--- src/rtl/ram_bist_pkg.sv ---
// Shared state encoding, default widths, LFSR constants and the fill pattern
// used by the RAM BIST initiator and its read-back checker.
package ram_bist_pkg;

    localparam int DEF_ADDR_W  = 10;
    localparam int DEF_DATA_W  = 8;
    localparam int DEF_MULT    = 3;
    localparam int DEF_RD_LAT  = 1;

    // Shared down-counter: drain cycles or the pseudo-random read budget.
    localparam int CNT_W       = 5;
    localparam int LFSR_RD_CNT = 20;

    // x^10 + x^7 + 1 Fibonacci LFSR: feedback from bits 9 and 6.
    localparam logic [9:0] LFSR_SEED = 10'd35;
    localparam logic [9:0] LFSR_TAPS = 10'h240;

    typedef enum logic [2:0] {
        IDLE,
        W_STB,
        W_GAP,
        R_ISS,
        R_DRAIN,
        DONE
    } state_t;

    // Callers truncate the product to DATA_W bits.
    function automatic logic [31:0] exp_data(input logic [31:0] addr, input logic [31:0] mult);
        return addr * mult;
    endfunction

endpackage

--- src/rtl/ram_bist_checker.sv ---
// Read-back checker: delays each read tag by RD_LAT cycles to line it up with
// mem_dout, compares against the fill pattern and tracks errors.
module ram_bist_checker
    import ram_bist_pkg::*;
#(
    parameter int ADDR_W = DEF_ADDR_W,
    parameter int DATA_W = DEF_DATA_W,
    parameter int MULT   = DEF_MULT,
    parameter int RD_LAT = DEF_RD_LAT
) (
    input  logic              clk,
    input  logic              rst,
    input  logic              i_clear,
    input  logic              i_rd_vld,
    input  logic [ADDR_W-1:0] i_rd_addr,
    input  logic [DATA_W-1:0] i_mem_dout,
    output logic [ADDR_W:0]   o_err_count,
    output logic [ADDR_W-1:0] o_fail_addr,
    output logic              o_clean_nxt
);

    logic              w_tag_vld;
    logic [ADDR_W-1:0] w_tag_addr;
    logic [DATA_W-1:0] w_exp;
    logic              w_mismatch;
    logic [ADDR_W:0]   r_err_count;
    logic [ADDR_W-1:0] r_fail_addr;

    generate
        if (RD_LAT == 0) begin : g_no_pipe
            assign w_tag_vld  = i_rd_vld;
            assign w_tag_addr = i_rd_addr;
        end else begin : g_pipe
            logic [RD_LAT-1:0] r_vld_sr;
            logic [ADDR_W-1:0] r_addr_sr [RD_LAT];

            always_ff @(posedge clk or posedge rst) begin
                if (rst) begin
                    r_vld_sr <= '0;
                    for (int i = 0; i < RD_LAT; i++) r_addr_sr[i] <= '0;
                end else begin
                    r_vld_sr[0]  <= i_rd_vld;
                    r_addr_sr[0] <= i_rd_addr;
                    for (int i = 1; i < RD_LAT; i++) begin
                        r_vld_sr[i]  <= r_vld_sr[i-1];
                        r_addr_sr[i] <= r_addr_sr[i-1];
                    end
                end
            end

            assign w_tag_vld  = r_vld_sr[RD_LAT-1];
            assign w_tag_addr = r_addr_sr[RD_LAT-1];
        end
    endgenerate

    assign w_exp      = DATA_W'(exp_data(32'(w_tag_addr), 32'(MULT)));
    assign w_mismatch = w_tag_vld && (i_mem_dout != w_exp);

    always_ff @(posedge clk or posedge rst) begin
        if (rst) begin
            r_err_count <= '0;
            r_fail_addr <= '0;
        end else if (i_clear) begin
            r_err_count <= '0;
            r_fail_addr <= '0;
        end else if (w_mismatch) begin
            if (~&r_err_count) r_err_count <= r_err_count + (ADDR_W+1)'(1);
            if (r_err_count == '0) r_fail_addr <= w_tag_addr;
        end
    end

    // Lets the top register pass in the same cycle as the final compare.
    assign o_clean_nxt = (r_err_count == '0) && !w_mismatch;
    assign o_err_count = r_err_count;
    assign o_fail_addr = r_fail_addr;

endmodule

--- src/rtl/ram_bist_initiator.sv ---
// RAM BIST initiator: fills the RAM with addr*MULT, reads it back and reports.
// Define RAM_BIST_LFSR_READ_EN for 20 LFSR-addressed reads instead of a full scan.
//
// state   | meaning
// IDLE    | after reset, waiting for start
// W_STB   | write strobe for addr
// W_GAP   | write idle cycle, advance addr
// R_ISS   | issue one read per cycle
// R_DRAIN | wait RD_LAT cycles for in-flight compares
// DONE    | result valid, start reruns
module ram_bist_initiator
    import ram_bist_pkg::*;
#(
    parameter int ADDR_W = DEF_ADDR_W,
    parameter int DATA_W = DEF_DATA_W,
    parameter int MULT   = DEF_MULT,
    parameter int RD_LAT = DEF_RD_LAT
) (
    input  logic              clk,
    input  logic              rst,
    input  logic              start,
    output logic              busy,
    output logic              done,
    output logic              pass,
    output logic [ADDR_W:0]   err_count,
    output logic [ADDR_W-1:0] fail_addr,
    output logic [ADDR_W-1:0] mem_addr,
    output logic [DATA_W-1:0] mem_din,
    output logic              mem_wr,
    output logic              mem_cs,
    input  logic [DATA_W-1:0] mem_dout
);

    localparam logic [ADDR_W-1:0] ADDR_MAX = '1;
`ifdef RAM_BIST_LFSR_READ_EN
    localparam logic [ADDR_W-1:0] RD_FIRST = ADDR_W'(LFSR_SEED);
`else
    localparam logic [ADDR_W-1:0] RD_FIRST = '0;
`endif

    state_t            r_state, w_state_nxt;
    logic [ADDR_W-1:0] r_addr, w_addr_nxt, w_rd_adv;
    logic [CNT_W-1:0]  r_cnt, w_cnt_nxt;
    logic              w_start_acc, w_rd_last, w_clean_nxt;

    logic              r_busy, r_done, r_pass, r_mem_wr, r_mem_cs;
    logic              w_busy, w_done, w_pass, w_mem_wr, w_mem_cs;
    logic [ADDR_W-1:0] r_mem_addr, w_mem_addr;
    logic [DATA_W-1:0] r_mem_din, w_mem_din;

`ifdef RAM_BIST_LFSR_READ_EN
    assign w_rd_last = (r_cnt == '0);
    assign w_rd_adv  = {r_addr[ADDR_W-2:0], ^(r_addr & ADDR_W'(LFSR_TAPS))};
`else
    assign w_rd_last = (r_addr == ADDR_MAX);
    assign w_rd_adv  = r_addr + ADDR_W'(1);
`endif

    always_ff @(posedge clk or posedge rst) begin
        if (rst) begin
            r_state <= IDLE;
            r_addr  <= '0;
            r_cnt   <= '0;
        end else begin
            r_state <= w_state_nxt;
            r_addr  <= w_addr_nxt;
            r_cnt   <= w_cnt_nxt;
        end
    end

    always_comb begin
        w_state_nxt = r_state;
        w_addr_nxt  = r_addr;
        w_cnt_nxt   = r_cnt;
        w_start_acc = 1'b0;
        case (r_state)
            IDLE, DONE: begin
                if (start) begin
                    w_start_acc = 1'b1;
                    w_state_nxt = W_STB;
                    w_addr_nxt  = '0;
                end
            end
            W_STB: w_state_nxt = W_GAP;
            W_GAP: begin
                if (r_addr == ADDR_MAX) begin
                    w_state_nxt = R_ISS;
                    w_addr_nxt  = RD_FIRST;
                    w_cnt_nxt   = CNT_W'(LFSR_RD_CNT - 1);
                end else begin
                    w_state_nxt = W_STB;
                    w_addr_nxt  = r_addr + ADDR_W'(1);
                end
            end
            R_ISS: begin
                if (w_rd_last) begin
                    if (RD_LAT == 0) begin
                        w_state_nxt = DONE;
                    end else begin
                        w_state_nxt = R_DRAIN;
                        w_cnt_nxt   = CNT_W'(RD_LAT - 1);
                    end
                end else begin
                    w_addr_nxt = w_rd_adv;
                    w_cnt_nxt  = r_cnt - CNT_W'(1);
                end
            end
            R_DRAIN: begin
                if (r_cnt == '0) w_state_nxt = DONE;
                else             w_cnt_nxt   = r_cnt - CNT_W'(1);
            end
            default: w_state_nxt = IDLE;
        endcase
    end

    // Outputs are decoded from the next state so they register alongside it.
    always_comb begin
        w_mem_cs   = 1'b0;
        w_mem_wr   = 1'b0;
        w_mem_addr = r_mem_addr;
        w_mem_din  = r_mem_din;
        case (w_state_nxt)
            W_STB: begin
                w_mem_cs   = 1'b1;
                w_mem_wr   = 1'b1;
                w_mem_addr = w_addr_nxt;
                w_mem_din  = DATA_W'(exp_data(32'(w_addr_nxt), 32'(MULT)));
            end
            R_ISS: begin
                w_mem_cs   = 1'b1;
                w_mem_addr = w_addr_nxt;
            end
            default: ;
        endcase
        w_busy = (w_state_nxt != IDLE) && (w_state_nxt != DONE);
        w_done = (w_state_nxt == DONE);
        w_pass = w_done && w_clean_nxt;
    end

    always_ff @(posedge clk or posedge rst) begin
        if (rst) begin
            r_busy     <= 1'b0;
            r_done     <= 1'b0;
            r_pass     <= 1'b0;
            r_mem_cs   <= 1'b0;
            r_mem_wr   <= 1'b0;
            r_mem_addr <= '0;
            r_mem_din  <= '0;
        end else begin
            r_busy     <= w_busy;
            r_done     <= w_done;
            r_pass     <= w_pass;
            r_mem_cs   <= w_mem_cs;
            r_mem_wr   <= w_mem_wr;
            r_mem_addr <= w_mem_addr;
            r_mem_din  <= w_mem_din;
        end
    end

    ram_bist_checker #(
        .ADDR_W (ADDR_W),
        .DATA_W (DATA_W),
        .MULT   (MULT),
        .RD_LAT (RD_LAT)
    ) u_checker (
        .clk         (clk),
        .rst         (rst),
        .i_clear     (w_start_acc),
        .i_rd_vld    (r_mem_cs & ~r_mem_wr),
        .i_rd_addr   (r_mem_addr),
        .i_mem_dout  (mem_dout),
        .o_err_count (err_count),
        .o_fail_addr (fail_addr),
        .o_clean_nxt (w_clean_nxt)
    );

    assign busy     = r_busy;
    assign done     = r_done;
    assign pass     = r_pass;
    assign mem_cs   = r_mem_cs;
    assign mem_wr   = r_mem_wr;
    assign mem_addr = r_mem_addr;
    assign mem_din  = r_mem_din;

endmodule

--- config.mk ---
export PLATFORM = sky130hd
export DESIGN_NAME = ram_bist_initiator
export DESIGN_NICKNAME = d
export VERILOG_FILES = /design/src/rtl/ram_bist_pkg.sv /design/src/rtl/ram_bist_checker.sv /design/src/rtl/ram_bist_initiator.sv
export SDC_FILE = /design/constraint.sdc
export NUM_CORES = 1
export LEC_CHECK = 0
export BUFFER_PORTS_ARGS = -buffer_cell sky130_fd_sc_hd__buf_2
export CORE_MARGIN = 2
export CORE_UTILIZATION = 40
export CTS_CLUSTER_DIAMETER = 120
export DETAILED_ROUTE_END_ITERATION = 8
export GPL_TIMING_DRIVEN = 0
export PLACE_DENSITY = 0.58
export SLEW_MARGIN = 20
export SYNTH_ARGS = -nofsm -noshare
export SYNTH_HDL_FRONTEND = slang
export SYNTH_SLANG_ARGS = --single-unit
--- constraint.sdc ---
create_clock -name clk -period 4.9 [get_ports clk]
set_input_delay 0.735 -clock clk [delete_from_list [all_inputs] [get_ports clk]]
set_output_delay 0.735 -clock clk [all_outputs]
set_load 0.02 [all_outputs]
---- After elaboration in Yosys (flattened, before gate mapping) ----
Cells that the tools add are included.
cells by class
  div/mod/pow operators ................... 0
  equality and inequality tests ........... 14
  shift-type cells ........................ 0
  bitwise gates (word level) .............. 2
  multiplexer cells ....................... 23
  $lt $le $gt $ge ......................... 0
  reduce and logical (&&, ||, !) cells .... 18
  add/sub/neg operators ................... 3
  $mul .................................... 2
operators with widths
  kind                     number
  $mux W10                 6
  $mux W11                 3
  $pmux W10 S3             1
  $mul A10 B2 Y8 const B   2
  $mux W5                  3
  $pmux W3 S5              1
  $pmux W5 S3              1
  $add A11 B1 Y11 const B  1
  $logic_not A11 Y1        1
  $reduce_and A11 Y1       1
  $add A10 B1 Y10 const B  1
  $eq A10 B10 Y1 const B   1
  $eq A3 B2 Y1 const B     3
  $eq A3 B3 Y1 const B     3
  $mux W3                  3
  $ne A8 B8 Y1             1
  $eq A3 B1 Y1 const B     2
  $reduce_bool A3 Y1       2
  $logic_not A5 Y1         1
  $sub A5 B1 Y5 const B    1
  $logic_and A1 B1 Y1      4
  $mux W1                  4
  $ne A2 B2 Y1 const B     2
  $reduce_and A2 Y1        2
  other kinds (10)         12
storage, ports and cells
  latch bits .............................. 0
  output and inout bits ................... 44
  register bits ........................... 73
  word-level logic and storage cells ...... 76
  memories ................................ 0
  memory bits (writable) .................. 0
  bits in read-only memories .............. 0
  input port bits ......................... 11

---- Depth between registers and ports, before layout ----
  word-level depth ........................ 6
  depth in mapped cells ................... 17
  mapped depth without buffers ............ 17

---- Hierarchy ----
A second synthesis with hierarchy kept.
second synthesis, totals
  cells, all modules ...................... 391
  area total of the unflattened synthesis .. 4022.6 µm²
by module, submodules not included
  module              area an instance (µm²)  cells an instance  sequential area each (µm²)  instances
  ram_bist_initiator  2368.5                  245                1026.0                      1
  ram_bist_checker    1654.1                  146                800.8                       1

---- Least setup slack after synthesis ----
No wires, ideal clock.
  path kind ............................... register -> register
  start ................................... reg r_addr[0]
  end ..................................... reg r_mem_din[7] (netlist: mem_din[7])
  cell stages (with the launch flop) ...... 18
  period minus slack after synthesis ...... 3.432 ns
  required time ........................... 4.770 ns
  arrival ................................. 3.301 ns
  setup time .............................. 0.130 ns
  setup slack ............................. 1.468 ns
  buffers on the path ..................... 1
  cells stage by stage .................... dfrtp_1 ha_1 nand4_2 nor3b_2 nand2b_1 a21oi_1 a31oi_2 buf_4 o21ai_1 o21ai_0 ha_1 a21oi_1 nor2_1 nor2_1 o21ai_0 xor2_1 xnor2_1 o21ai_1
between the ends
  word-level cells in the longest chain between the ends .. 4
  elaborated cells between the ends (all ways) .. 11
  those cells by class .................... add/sub (1); mul (1); eq/ne (2); mux (7)
RTL lines
  item                                                      RTL line                                            source
  from (decl)                                               ram_bist_initiator.sv:42                            logic [ADDR_W-1:0] r_addr, w_addr_nxt, w_rd_adv;
  from (signal assigned)                                    ram_bist_initiator.sv:66                            r_addr <= w_addr_nxt;
  $add A10 B1 Y10 / $eq A10 B10 Y1 (equally long branches)  n/a
  $mux W10 (on tied branches)                               ram_bist_initiator.sv:96, ram_bist_initiator.sv:86
  $pmux W10 S3 *                                            ram_bist_initiator.sv:76                            case (r_state)
  net w_addr_nxt[2]                                         ram_bist_initiator.sv:42
  $mul A10 B2 Y8 *                                          ram_bist_pkg.sv:29                                  return addr * mult;
  to (signal assigned)                                      ram_bist_initiator.sv:156                           r_mem_din <= w_mem_din;
  to (decl)                                                 ram_bist_initiator.sv:49                            logic [DATA_W-1:0] r_mem_din, w_mem_din;
Mark *: on every way through the listed nets, which the timed path passes. The rest lies on a longest branch.
A chain may end at the register's enable or synchronous reset.

---- Worst setup path in the final report ----
  start ................................... reg r_addr[0]
  end ..................................... reg r_mem_din[6] (netlist: mem_din[6])
The elaborated chain is that of the path after synthesis.

==> results.txt <==
----------------------------------------------------
[CTS]
  Clock buffers created by TritonCTS ... 9
  Count of H-tree levels built during CTS ... 3
  Buffer cell driving the clock tree root ... clkbuf_8
  Number of clock sinks seen by CTS ... 73
  TritonCTS clock tree ... built
  Post-CTS repair timing setup buffer count ... 0
  CTS Hold Bufs ... 0
  Clock insertion delay at the later pin of the skew report ... 0.36 ns
  Clock input transition at the sequential cells of the worst setup and hold paths ... 0.08 ns
  Number of gates resized after cts ... 0
  Maximum count of clock buffers along a single path ... 2

[STA]
  Slew at the pin closest to its max-slew limit ... 0.654 ns
  Worst Setup Slack, final ... 0.641 ns
  Number of hold violations in the final report ... 0
  Setup Viol. Count Final ... 0
  Fmax ... 0.235 GHz
  Max-Slew Margin vs Limit ... 0.560
  Setup repair after global routing missed its margin ... no
  Final worst path period share ... 0.869
  Setup_tns ... 0 ns
  Clock Skews ... 0.0134 ns
  Final Hold Slack ... 0.316 ns
  Number of max-slew violations in the final report ... 0
  Time the final worst path needs with I/O delays and setup ... 4.26 ns

[Synthesis]
  Share of synthesized registers carrying an async set or reset ... 1.00
  Synth cell types ... 60
  #FFs+latches synth ... 73
  Fraction of synthesized cell area taken by the top area cell type ... 0.472
  Synthesized area per cell ... 9.85 sq um
  Post-Syn Area ... 3870 sq um
  Synthesized netlist cell count ... 393
  Most common flop cell mapped by yosys ... dfrtp_1
  Cell type with the highest aggregate area in the netlist ... dfrtp_1
  Sequential element share of the synthesized area ... 0.472
  Commonest cells post-synth ... 73 x dfrtp_1, 46 x nand2_1, 23 x o21ai_0
  Number of synthesized flops with an enable pin ... 0
  Synthesized net count ... 424
  Cells taking the most area after synthesis ... dfrtp_1 47%, ha_1 5.8%, nand2_1 4.5%, xnor2_1 3.2%, o21ai_0 3.0%
  Most frequently used cell type in the post-synthesis netlist ... dfrtp_1
  Count of synthesis-stage warnings from yosys ... 0

[Layout]
  Total number of nets in the final design ... 489
  Final core area utilization ... 0.490
  Filler cell count ... 894
  Reg area ... 1830 sq um
  Ratio of cells with drive above 1 in the final layout ... 0.194
  Area occupied by multi-input gates ... 1890 sq um
  Synthesis-to-finish area growth ... 18.1%
  Summed area of non-filler cells in the final layout ... 4570 sq um
  Number of antenna repair diodes ... 0

[Setup path]
  R2r endpoint ... mem_din[6]
  Capturing element of the worst setup path ... mem_din[6]
  Maximum net fanout on the critical path ... 10
  Worst r2r path cells ... 16
  Kind of start point of the critical path ... register
  Category of the most critical setup path ... reg -> reg
  Reg-to-reg critical path startpoint ... r_addr[0]
  Kind of end point of the critical path ... register
  Data arrival time of the worst path ... 4.50 ns
  Worst Setup SP ... r_addr[0]
  Most used cell, CP ... a21oi_1
  Ordered list of cells on the worst path ... ha_1 -> nand4_2 -> nor3b_2 -> nand2b_1 -> a21oi_1 -> a31oi_2 -> buf_4 -> o21ai_1 -> o21ai_0 -> ha_1 -> a21o_1 -> a21oi_1 -> o21bai_1 -> a21oi_1 -> xor2_1 -> o21ai_1
  Stage delay of the slowest cell on the critical path ... 0.53 ns
  Slowest stage cell on the critical path ... nor3b_2
  Internal reg-to-reg setup slack ... 0.64 ns
  CP required ... 5.14 ns

[Global routing]
  Total global-route track usage ... 0.180
  Sum of overflow across all layers after global routing ... 0
  Vias in the first global route ... 2,998
  First-pass GRT wire length ... 14.6 mm
  Initial antenna violation count ... 0
  Maximum number of pins on one net before global-route repair ... 58

[Power]
  Total power divided by cell area ... 666 nW/um^2
  VDD IR-drop max ... 0.436 mV
  Leak pwr ... 2.19 nW

[Placement]
  Port Buffer Count ... 53
  HPWL after detailed placement ... 6.33 mm
  DP Area ... 4330 sq um
  Worst slack after detailed placement ... 0.643 ns
  Final weighted congestion in routability-driven placement ... 0.876

[Hold path]
  Hold/Removal Path Class ... in -> async

[Drt]
  Total via count in the routed design ... 3,077
  Number of DRC violations after detailed routing ... 0
  TritonRoute pass-1 iters ... 4
  Via-per-instance ratio ... 5.20
  ANT nets after route ... 0
  Starting DRT DRC Count ... 105
  Final WL ... 8.56 mm
  WL per Instance ... 14.5 um

[Run status]
  Result of the run ... complete, no violations

[Die]
  Initial core utilization ... 0.415
  Area of the die ... 10,500 sq um
  Die span in x ... 102 um
  Area of the core ... 9330 sq um
  IO Pins ... 55
  Number of placement rows ... 35
  Die Y ... 102 um

[Run]
  Number of max-cap violations ... 0

----------------------------------------------------
[sequential cells by signal, indices dropped and copies added, names as in the netlist, 3 cells and up]
register and cells:
r_cnt 5, mem_addr 10, u_checker.o_fail_addr 10, u_checker.o_err_count 11, mem_din 8, r_addr 10, u_checker.g_pipe.r_addr_sr 10, r_state 3
[through the flow]
stage               std cells  total power [mW]
floorplan                 393              2.09
global placement          575              2.45
detailed placement        576              2.49
CTS                       592              3.08
global route              592              3.31
finish                    592              3.04
[report_power, final]
part,internal [mW],switching [mW],total [mW]
Combinational,0.598,0.866,1.46
Sequential,0.820,0.181,1.00
Clock,0.355,0.223,0.578
Total,1.77,1.27,3.04
[worst min path at each step]
stage,end,slack [ns],cells after the start
global route,mem_din[4],0.32,2
detailed placement,u_checker.g_pipe.r_addr_sr[8],0.39,0
CTS,mem_din[3],0.30,2
finish,mem_din[3],0.32,2
global placement,u_checker.g_pipe.r_addr_sr[8],0.38,0
floorplan,u_checker.o_fail_addr[8],0.48,2
[cell type report]
cell class / count / share of cell area
clock inverter: 4 / 0.0216
timing repair buffer: 54 / 0.0641
clock buffer: 12 / 0.0318
inverter: 20 / 0.0170
buffer: 17 / 0.0162
multi-input combinational: 283 / 0.414
tap: 129 / 0.0353
sequential: 73 / 0.400
[cell families after synthesis]
family	Yosys count	synth area share
AND/OR/NAND/NOR	126	0.162
AO/OA/AOI/OAI	102	0.174
flip-flops	73	0.472
buffers and inverters	37	0.0385
XOR/XNOR	26	0.0588
adder cells (fa/ha/maj)	20	0.0685
multiplexers	9	0.0255
[critical path: cells and delay by family, from the launching register on]
family                   cells  cell delay, ns
AO/OA/AOI/OAI                9            1.67
AND/OR/NAND/NOR              3            0.96
adder cells (fa/ha/maj)      2            0.65
flip-flops                   1            0.40
buffers and inverters        1            0.27
XOR/XNOR                     1            0.21
[layer usage]
layer  up-vias  routed length [um]  GRT usage
li1       1525                   -          -
met1      1460                4000      0.237
met2        72                3950      0.283
met3        20                 396     0.0506
met4         0                 210     0.0656
met5         -                   0          0
[layout by cell type, fill, tap and decap left out, types with 4 or more instances in the layout]
cell and n:
mux2_1 4, nand3_1 19, nor2_1 19, buf_2 57
xnor2_1 14, and3_1 8, dfrtp_1 73, or3_1 4
o21ai_0 23, o21bai_1 5, a21oi_1 20, o211ai_1 4
o21ai_1 14, nand2_1 46, clkbuf_1 13, o31ai_1 6
inv_1 19, a21o_1 4, xor2_1 12, clkbuf_8 10
ha_1 18, nor3_1 4
No activity file was read; power rests on OpenSTA's default activity.
